`config.mk`:
```
export PLATFORM = sky130hd
export DESIGN_NAME = load_store_unit
export DESIGN_NICKNAME = d
export VERILOG_FILES = /design/src/rtl/load_store_unit.sv
export SDC_FILE = /design/constraint.sdc
export NUM_CORES = 1
export LEC_CHECK = 0
export CORE_MARGIN = 5
export CORE_UTILIZATION = 45
export CTS_CLUSTER_DIAMETER = 50
export DETAILED_ROUTE_END_ITERATION = 6
export DONT_BUFFER_PORTS = 1
export PLACE_DENSITY = 0.63
export RECOVER_POWER = 25
export SYNTH_ARGS = -nofsm -noshare
export SYNTH_HDL_FRONTEND = slang
export SYNTH_SLANG_ARGS = --single-unit
```
`constraint.sdc`:
```
create_clock -name clk -period 6.6 [get_ports clk]
set_input_delay 0.99 -clock clk [delete_from_list [all_inputs] [get_ports clk]]
set_output_delay 0.99 -clock clk [all_outputs]
set_load 0.01 [all_outputs]
```
`src/rtl/load_store_unit.sv`:
```
// Memory-access stage: accepts one load/store from execute, drives the data bus
// with sized, strobed, lane-shifted data, then returns extended load data to writeback.

package common;
    typedef struct packed {
        logic        valid;
        logic [63:0] addr;
        logic [2:0]  size;
        logic [7:0]  strobe;
        logic [63:0] data;
    } dbus_req_t;

    typedef struct packed {
        logic        addr_ok;
        logic        data_ok;
        logic [63:0] data;
    } dbus_resp_t;
endpackage

// state | meaning
// IDLE  | ready for a new access from execute
// BUS   | bus request held stable until data_ok
// RESP  | one-cycle completion pulse to writeback
module load_store_unit #(
    parameter bit ERR_ON_MISALIGN = 1'b1
) (
    input  logic               clk,
    input  logic               reset,
    input  logic               req_valid,
    output logic               req_ready,
    input  logic               req_write,
    input  logic [2:0]         req_funct3,
    input  logic [63:0]        req_addr,
    input  logic [63:0]        req_wdata,
    input  logic [4:0]         req_rd,
    output common::dbus_req_t  dreq,
    input  common::dbus_resp_t dresp,
    output logic               resp_valid,
    output logic               resp_wen,
    output logic [4:0]         resp_rd,
    output logic [63:0]        resp_rdata,
    output logic               resp_err
);

    typedef enum logic [1:0] {S_IDLE, S_BUS, S_RESP} state_t;

    state_t            state_q, state_d;
    common::dbus_req_t dreq_q, dreq_d;
    logic [63:0]       rdata_q, rdata_d;
    logic              write_q, err_q;
    logic [2:0]        funct3_q, off_q;
    logic [4:0]        rd_q;

    logic              accept;
    logic [1:0]        size_in;
    logic [2:0]        align_mask_in, off_in;
    logic [7:0]        byte_mask_in;
    logic              misalign_in, illegal_in, err_in;
    logic [63:0]       shifted, ext_data;

    // addr_ok is part of the bus protocol but this unit only waits on data_ok
    logic unused_addr_ok;
    assign unused_addr_ok = dresp.addr_ok;

    assign accept = (state_q == S_IDLE) && req_valid;

    // Decode the incoming request: legality, alignment, strobe pattern and lane offset
    always_comb begin
        size_in = req_funct3[1:0];
        case (size_in)
            2'd0:    begin align_mask_in = 3'b000; byte_mask_in = 8'h01; end
            2'd1:    begin align_mask_in = 3'b001; byte_mask_in = 8'h03; end
            2'd2:    begin align_mask_in = 3'b011; byte_mask_in = 8'h0F; end
            default: begin align_mask_in = 3'b111; byte_mask_in = 8'hFF; end
        endcase
        misalign_in = |(req_addr[2:0] & align_mask_in);
        illegal_in  = req_write ? req_funct3[2] : (req_funct3 == 3'b111);
        err_in      = illegal_in || (ERR_ON_MISALIGN && misalign_in);
        // with error reporting off, a misaligned access is forced to its natural boundary
        off_in      = ERR_ON_MISALIGN ? req_addr[2:0] : (req_addr[2:0] & ~align_mask_in);
    end

    // State register
    always_ff @(posedge clk or posedge reset) begin
        if (reset) state_q <= S_IDLE;
        else       state_q <= state_d;
    end

    // Next-state logic
    always_comb begin
        state_d = state_q;
        case (state_q)
            S_IDLE:  if (req_valid) state_d = err_in ? S_RESP : S_BUS;
            S_BUS:   if (dresp.data_ok) state_d = S_RESP;
            S_RESP:  state_d = S_IDLE;
            default: state_d = S_IDLE;
        endcase
    end

    // Bus request and captured read data: loaded on accept, cleared when the bus completes
    always_comb begin
        dreq_d  = dreq_q;
        rdata_d = rdata_q;
        if (accept && !err_in) begin
            dreq_d.valid  = 1'b1;
            dreq_d.addr   = {req_addr[63:3], off_in};
            dreq_d.size   = {1'b0, size_in};
            dreq_d.strobe = req_write ? (byte_mask_in << off_in) : 8'h00;
            dreq_d.data   = req_wdata << {off_in, 3'b000};
        end else if (state_q == S_BUS && dresp.data_ok) begin
            dreq_d  = '0;
            rdata_d = dresp.data;
        end
    end

    // Datapath registers; request fields are only latched on accept
    always_ff @(posedge clk or posedge reset) begin
        if (reset) begin
            dreq_q   <= '0;
            rdata_q  <= '0;
            write_q  <= 1'b0;
            err_q    <= 1'b0;
            funct3_q <= '0;
            off_q    <= '0;
            rd_q     <= '0;
        end else begin
            dreq_q  <= dreq_d;
            rdata_q <= rdata_d;
            if (accept) begin
                write_q  <= req_write;
                err_q    <= err_in;
                funct3_q <= req_funct3;
                off_q    <= off_in;
                rd_q     <= req_rd;
            end
        end
    end

    // Load extraction: shift the addressed lane down, then sign- or zero-extend
    always_comb begin
        shifted = rdata_q >> {off_q, 3'b000};
        case (funct3_q[1:0])
            2'd0:    ext_data = funct3_q[2] ? {56'd0, shifted[7:0]}
                                            : {{56{shifted[7]}}, shifted[7:0]};
            2'd1:    ext_data = funct3_q[2] ? {48'd0, shifted[15:0]}
                                            : {{48{shifted[15]}}, shifted[15:0]};
            2'd2:    ext_data = funct3_q[2] ? {32'd0, shifted[31:0]}
                                            : {{32{shifted[31]}}, shifted[31:0]};
            default: ext_data = shifted;
        endcase
    end

    // Outputs, decoded from registered state only
    always_comb begin
        req_ready  = (state_q == S_IDLE);
        dreq       = dreq_q;
        resp_valid = (state_q == S_RESP);
        resp_err   = resp_valid && err_q;
        resp_rd    = resp_valid ? rd_q : 5'd0;
        resp_wen   = resp_valid && !write_q && !err_q && (rd_q != 5'd0);
        resp_rdata = (resp_valid && !write_q && !err_q) ? ext_data : 64'd0;
    end

endmodule

```
Yosys cells after proc, flatten, opt, wreduce, memory -nomap -nowiden
Index checks and enable logic that the tools add are counted.
Storage, ports and cells
  register bits after elaboration: 219
  input port bits: 206
  output and inout port bits: 213
  word-level logic and storage cells: 61
Cells by class
  equal/unequal tests: 9
  shift-type cells: 3
  multiplexer cells: 16
  bitwise operators: 2
  reduce and logical (&&, ||, !) cells: 19
Operators with widths (count)
  140-bit two-way mux: 2
  64-bit two-way mux: 4
  64-bit one-hot mux with 3 select lines: 1
  64-bit by 6-bit << shifter with 64-bit output: 1
  64-bit by 6-bit >> shifter with 64-bit output: 1
  8-bit one-hot mux with 3 select lines: 1
  3-bit one-hot mux with 3 select lines: 1
  8-bit two-way mux: 1
  8-bit by 3-bit << shifter with 8-bit output: 1
  1-bit logical AND: 7
  2-bit by 1-bit == test with 1-bit output, second input constant: 3
  2-bit == test, second input constant: 3
  2-bit zero test: 3
  2-bit two-way mux: 3
  5-bit two-way mux: 1
  5-bit nonzero test: 1
  2-bit != test, second input constant: 2
  2-bit one-hot mux with 2 select lines: 1
  2-bit AND reduction: 2
  3-bit AND: 1
  3-bit == test, second input constant: 1
  1-bit zero test: 3
  3-bit OR reduction: 1
  2-bit nonzero test: 1
  3 further kinds: 3

Logic depth before layout (Yosys ltp)
  depth after elaboration: 9
  depth in mapped cells: 8
  depth with buffers taken out: 5

Worst setup path after synthesis
OpenSTA, ideal clock, no wires.
  kind: reg2out
  from: register off_q[0]
  to: output port resp_rdata[22]
  arrival time: 1866 ps
  required time: 5610 ps
  setup slack: 3744 ps
  stages on the path, launching flop included: 9
  path buffers: 3
  cells stage by stage: dfrtp_1 > buf_6 > mux2i_1 > a22o_1 > nor4_2 > buf_4 > nor2_2 > buf_6 > a21oi_1
On the way
  word-level cells in the longest chain between the ends: 4
  elaborated cells on any way between the ends: 6
  those cells by class: shift (1); mux (5)
Ends and longest elaborated chain
  from (decl): RTL line 51  | logic [2:0] funct3_q, off_q;
  from (signal assigned): RTL line 133  | off_q <= off_in;
  64-bit by 6-bit >> shifter with 64-bit output (*): RTL line 141  | shifted = rdata_q >> {off_q, 3'b000};
  64-bit two-way mux (on tied branches): RTL line 147, 143, 145
  64-bit one-hot mux with 3 select lines (*): RTL line 142  | case (funct3_q[1:0])
  64-bit two-way mux (*): RTL line 161  | resp_rdata = (resp_valid && !write_q && !err_q) ? ext_data : 64'd0;
  to (decl): RTL line 41  | output logic [63:0] resp_rdata,
Mark *: on every way between the ends. The rest lies on a longest branch, timed or not.

Worst setup path in the final report
  from: register off_q[0]
  to: output port resp_rdata[49]
The elaborated chain is that of the path after synthesis.

==> summary.txt <==
Logic synthesis
  – Gate Count Post-Synth: 1240
  – Area leader, netlist: dfrtp_1
  – Post-synth net total: 1446
  – Synth async-reset ratio: 100%
  – Synth Area per Inst: 9.87 um2
  – Yosys warns: 0
  – Number of flops mapped to enable cells by yosys: 0
  – Commonest cells in the netlist: 218 x dfrtp_1, 171 x nand2_1, 129 x nand3_1
  – Post-Syn Area: 12200 um2
  – Top-area cell type share of the netlist area: 44.6%
  – Post-synthesis sequential element count: 218
  – Synth Flop Type: dfrtp_1
  – Post-synth cell types: 51
  – Register area share after synthesis: 44.6%
  – Cell with the most instances after synthesis: dfrtp_1
  – Top post-synthesis cells by area: dfrtp_1 45%, mux2_2 9.5%, mux2i_1 8.3%

Worst setup path
  – Worst r2r dst: rdata_q[62]
  – Worst-path cell chain: mux2i_1 -> and3_1 -> nor4_2 -> o31ai_4 -> a21oi_1
  – Startpoint Class: flip-flop
  – Slowest CP cell: dfrtp_4
  – CP bufs+invs: 0
  – Critical path origin: off_q[0]
  – Req. time, crit path: 5610 ps
  – Delay-heaviest family, CP: simple AND/OR/NAND/NOR gates
  – Crit Reg-Reg Startpoint: state_q[0]
  – Reg2reg path depth: 4
  – CP Class: flip-flop to primary output
  – CP peak stage delay: 1070 ps
  – Critical Path AT: 4180 ps
  – Critical path peak fanout: 66
  – Critical Path End Type: primary output
  – R2R setup slack: 2360 ps

Timing
  – Final slew viol count: 189
  – Fin worst setup slack: 1430 ps
  – Hold slack: 508 ps
  – Hold Fails Final Rpt: 0
  – RSZ-0062 raised after global routing: false
  – Slew HR: -109%
  – Post-Route Setup TNS: 0 ps
  – Final setup vio count: 0
  – Fmax achieved: 193 MHz
  – Fin crit share: 78.4%
  – Clock Skew: 11.6 ps
  – Fin crit period: 5170 ps
  – Worst-Margin Slew: 3140 ps

Min path
  – Hold crit path type: flip-flop to flip-flop
  – Hold wc startpoint: write_q
  – Hold Crit Endpoint: write_q
  – Hold Path Depth: 1

Place
  – Post-DP HPWL: 28000 um
  – Placed cells: 1478
  – Port buffer count: 0
  – Gp weighted congestion: 0.926
  – Pre-CTS setup slack: 2090 ps

Routing
  – Routed vias: 9652
  – Residual DRC count: 0
  – Via density: 6.30
  – Routed WL per cell: 25.3 um
  – DRT antenna net count: 0
  – DRT Pass-1 Iters: 6
  – Routed WL: 38700 um
  – Drt first-iter violations: 1022

Pwr
  – PD cells: 430 nW/um2
  – Peak VDD IR: 0.000177 V
  – Lkg Pwr: 5.97 nW

Clock network
  – Reg clk slew, reported paths: 60 ps
  – Root buf cell: clkbuf_16
  – TritonCTS clock tree: yes
  – H-tree Lvls: 1
  – Postcts setup bufs: 0
  – Hold Buf Count CTS: 0
  – CTS resizes: 0
  – Num CTS Buffers: 29
  – Clk sinks: 218
  – CTS max path bufs: 3
  – Worst skew pair latency: 550 ps

Floorplan
  – Initial Util: 45.5%
  – Die Area: 30600 um2
  – Die height: 175 um
  – Std-Cell Rows: 60
  – Core area: 26900 um2
  – Die X: 175 um
  – Top Ports: 419

Job
  – Maxcap violations: 2

Finish
  – Nets: 1374
  – FF+latch area: 5460 um2
  – Fin cells: 1533
  – Filler Cells Inserted: 2490
  – Syn-to-layout area delta: 8.94%
  – Ratio of cells with drive above 1 in the final layout: 17.5%
  – Multi-input combinational cell area: 6250 um2

Status
  – Status: complete, but fails checks
  – Violated checks: max-capacitance violations, max-slew violations

Global route
  – Initial antenna violation count: 5
  – Total gr overflow: 0
  – Vias in the first global route: 9334
  – GRT Util Overall: 24.4%
  – First-pass GRT wire length: 59500 um
  – Largest net degree at the start of global routing: 127
## cell type report
type                            count  area share (%)
Clock inverter                     17            1.80
Sequential cell                   218            41.0
Clock buffer                       37            6.12
Tap cell                          341            3.20
Antenna cell                        1          0.0188
Multi-Input combinational cell    895            46.9
Inverter                           11           0.319
Timing Repair Buffer               13           0.685
## state kept, by name, indices dropped and copies added (netlist names)
register  flops
dreq        139
rdata_q      64
rd_q          5
funct3_q      3
off_q         3
state_q       2
err_q         1
write_q       1
## where the power goes
| part | internal [W] | leakage, nW | total [W] | switching [W] |
|---|---|---|---|---|
| combinational | 0.000781 | 2.68 | 0.00159 | 0.000806 |
| clock | 0.00105 | 0.521 | 0.00169 | 0.000637 |
| sequential | 0.00180 | 2.76 | 0.00245 | 0.000655 |
| total | 0.00363 | 5.97 | 0.00573 | 0.00210 |
## worst max-delay path by stage
stage,endpoint,cells after the start
after floorplan,dreq[0],1
final,resp_rdata[49],5
after global routing,resp_rdata[49],5
after detailed placement,resp_rdata[49],5
after CTS,resp_rdata[49],5
after global placement,resp_rdata[32],5
## layer usage
layer  global-route usage (%)  vias to the layer above  wire length [um]
met3                     8.20                       71              4250
met4                     5.96                        8              1020
met5                        0                        -                44
met2                     35.5                      494             16900
li1                         -                     4316                 -
met1                     35.3                     4763             16500
## logic make-up after synthesis
group,Yosys count,synth area share [%]
buffers and inverters,127,4.43
other,1,0.0306
and+or+nand+nor,435,16.1
AOI/OAI and AO/OA,227,12.1
DFF,218,44.6
muxes,232,22.8
## through the flow
stage | area [um2] | utilization, % | total power [W]
after floorplan | 12200 | - | 0.00358
after global placement | 12300 | 45.7 | 0.00399
after detailed placement | 12300 | 45.7 | 0.00404
after CTS | 13300 | 49.7 | 0.00574
after global routing | 13300 | 49.6 | 0.00606
final | 13300 | 49.6 | 0.00573
## placed cells by master, fill, tap and decap left out, drive strengths merged, types with 28 or more instances in the layout
cell / instances
dfrtp: 218
nand2: 171
nand3: 129
mux2: 103
mux2i: 102
nor2: 72
a21oi: 66
o21ai: 47
clkbuf: 39
o31ai: 28
Note: power is estimated with default switching activity, not from simulation.
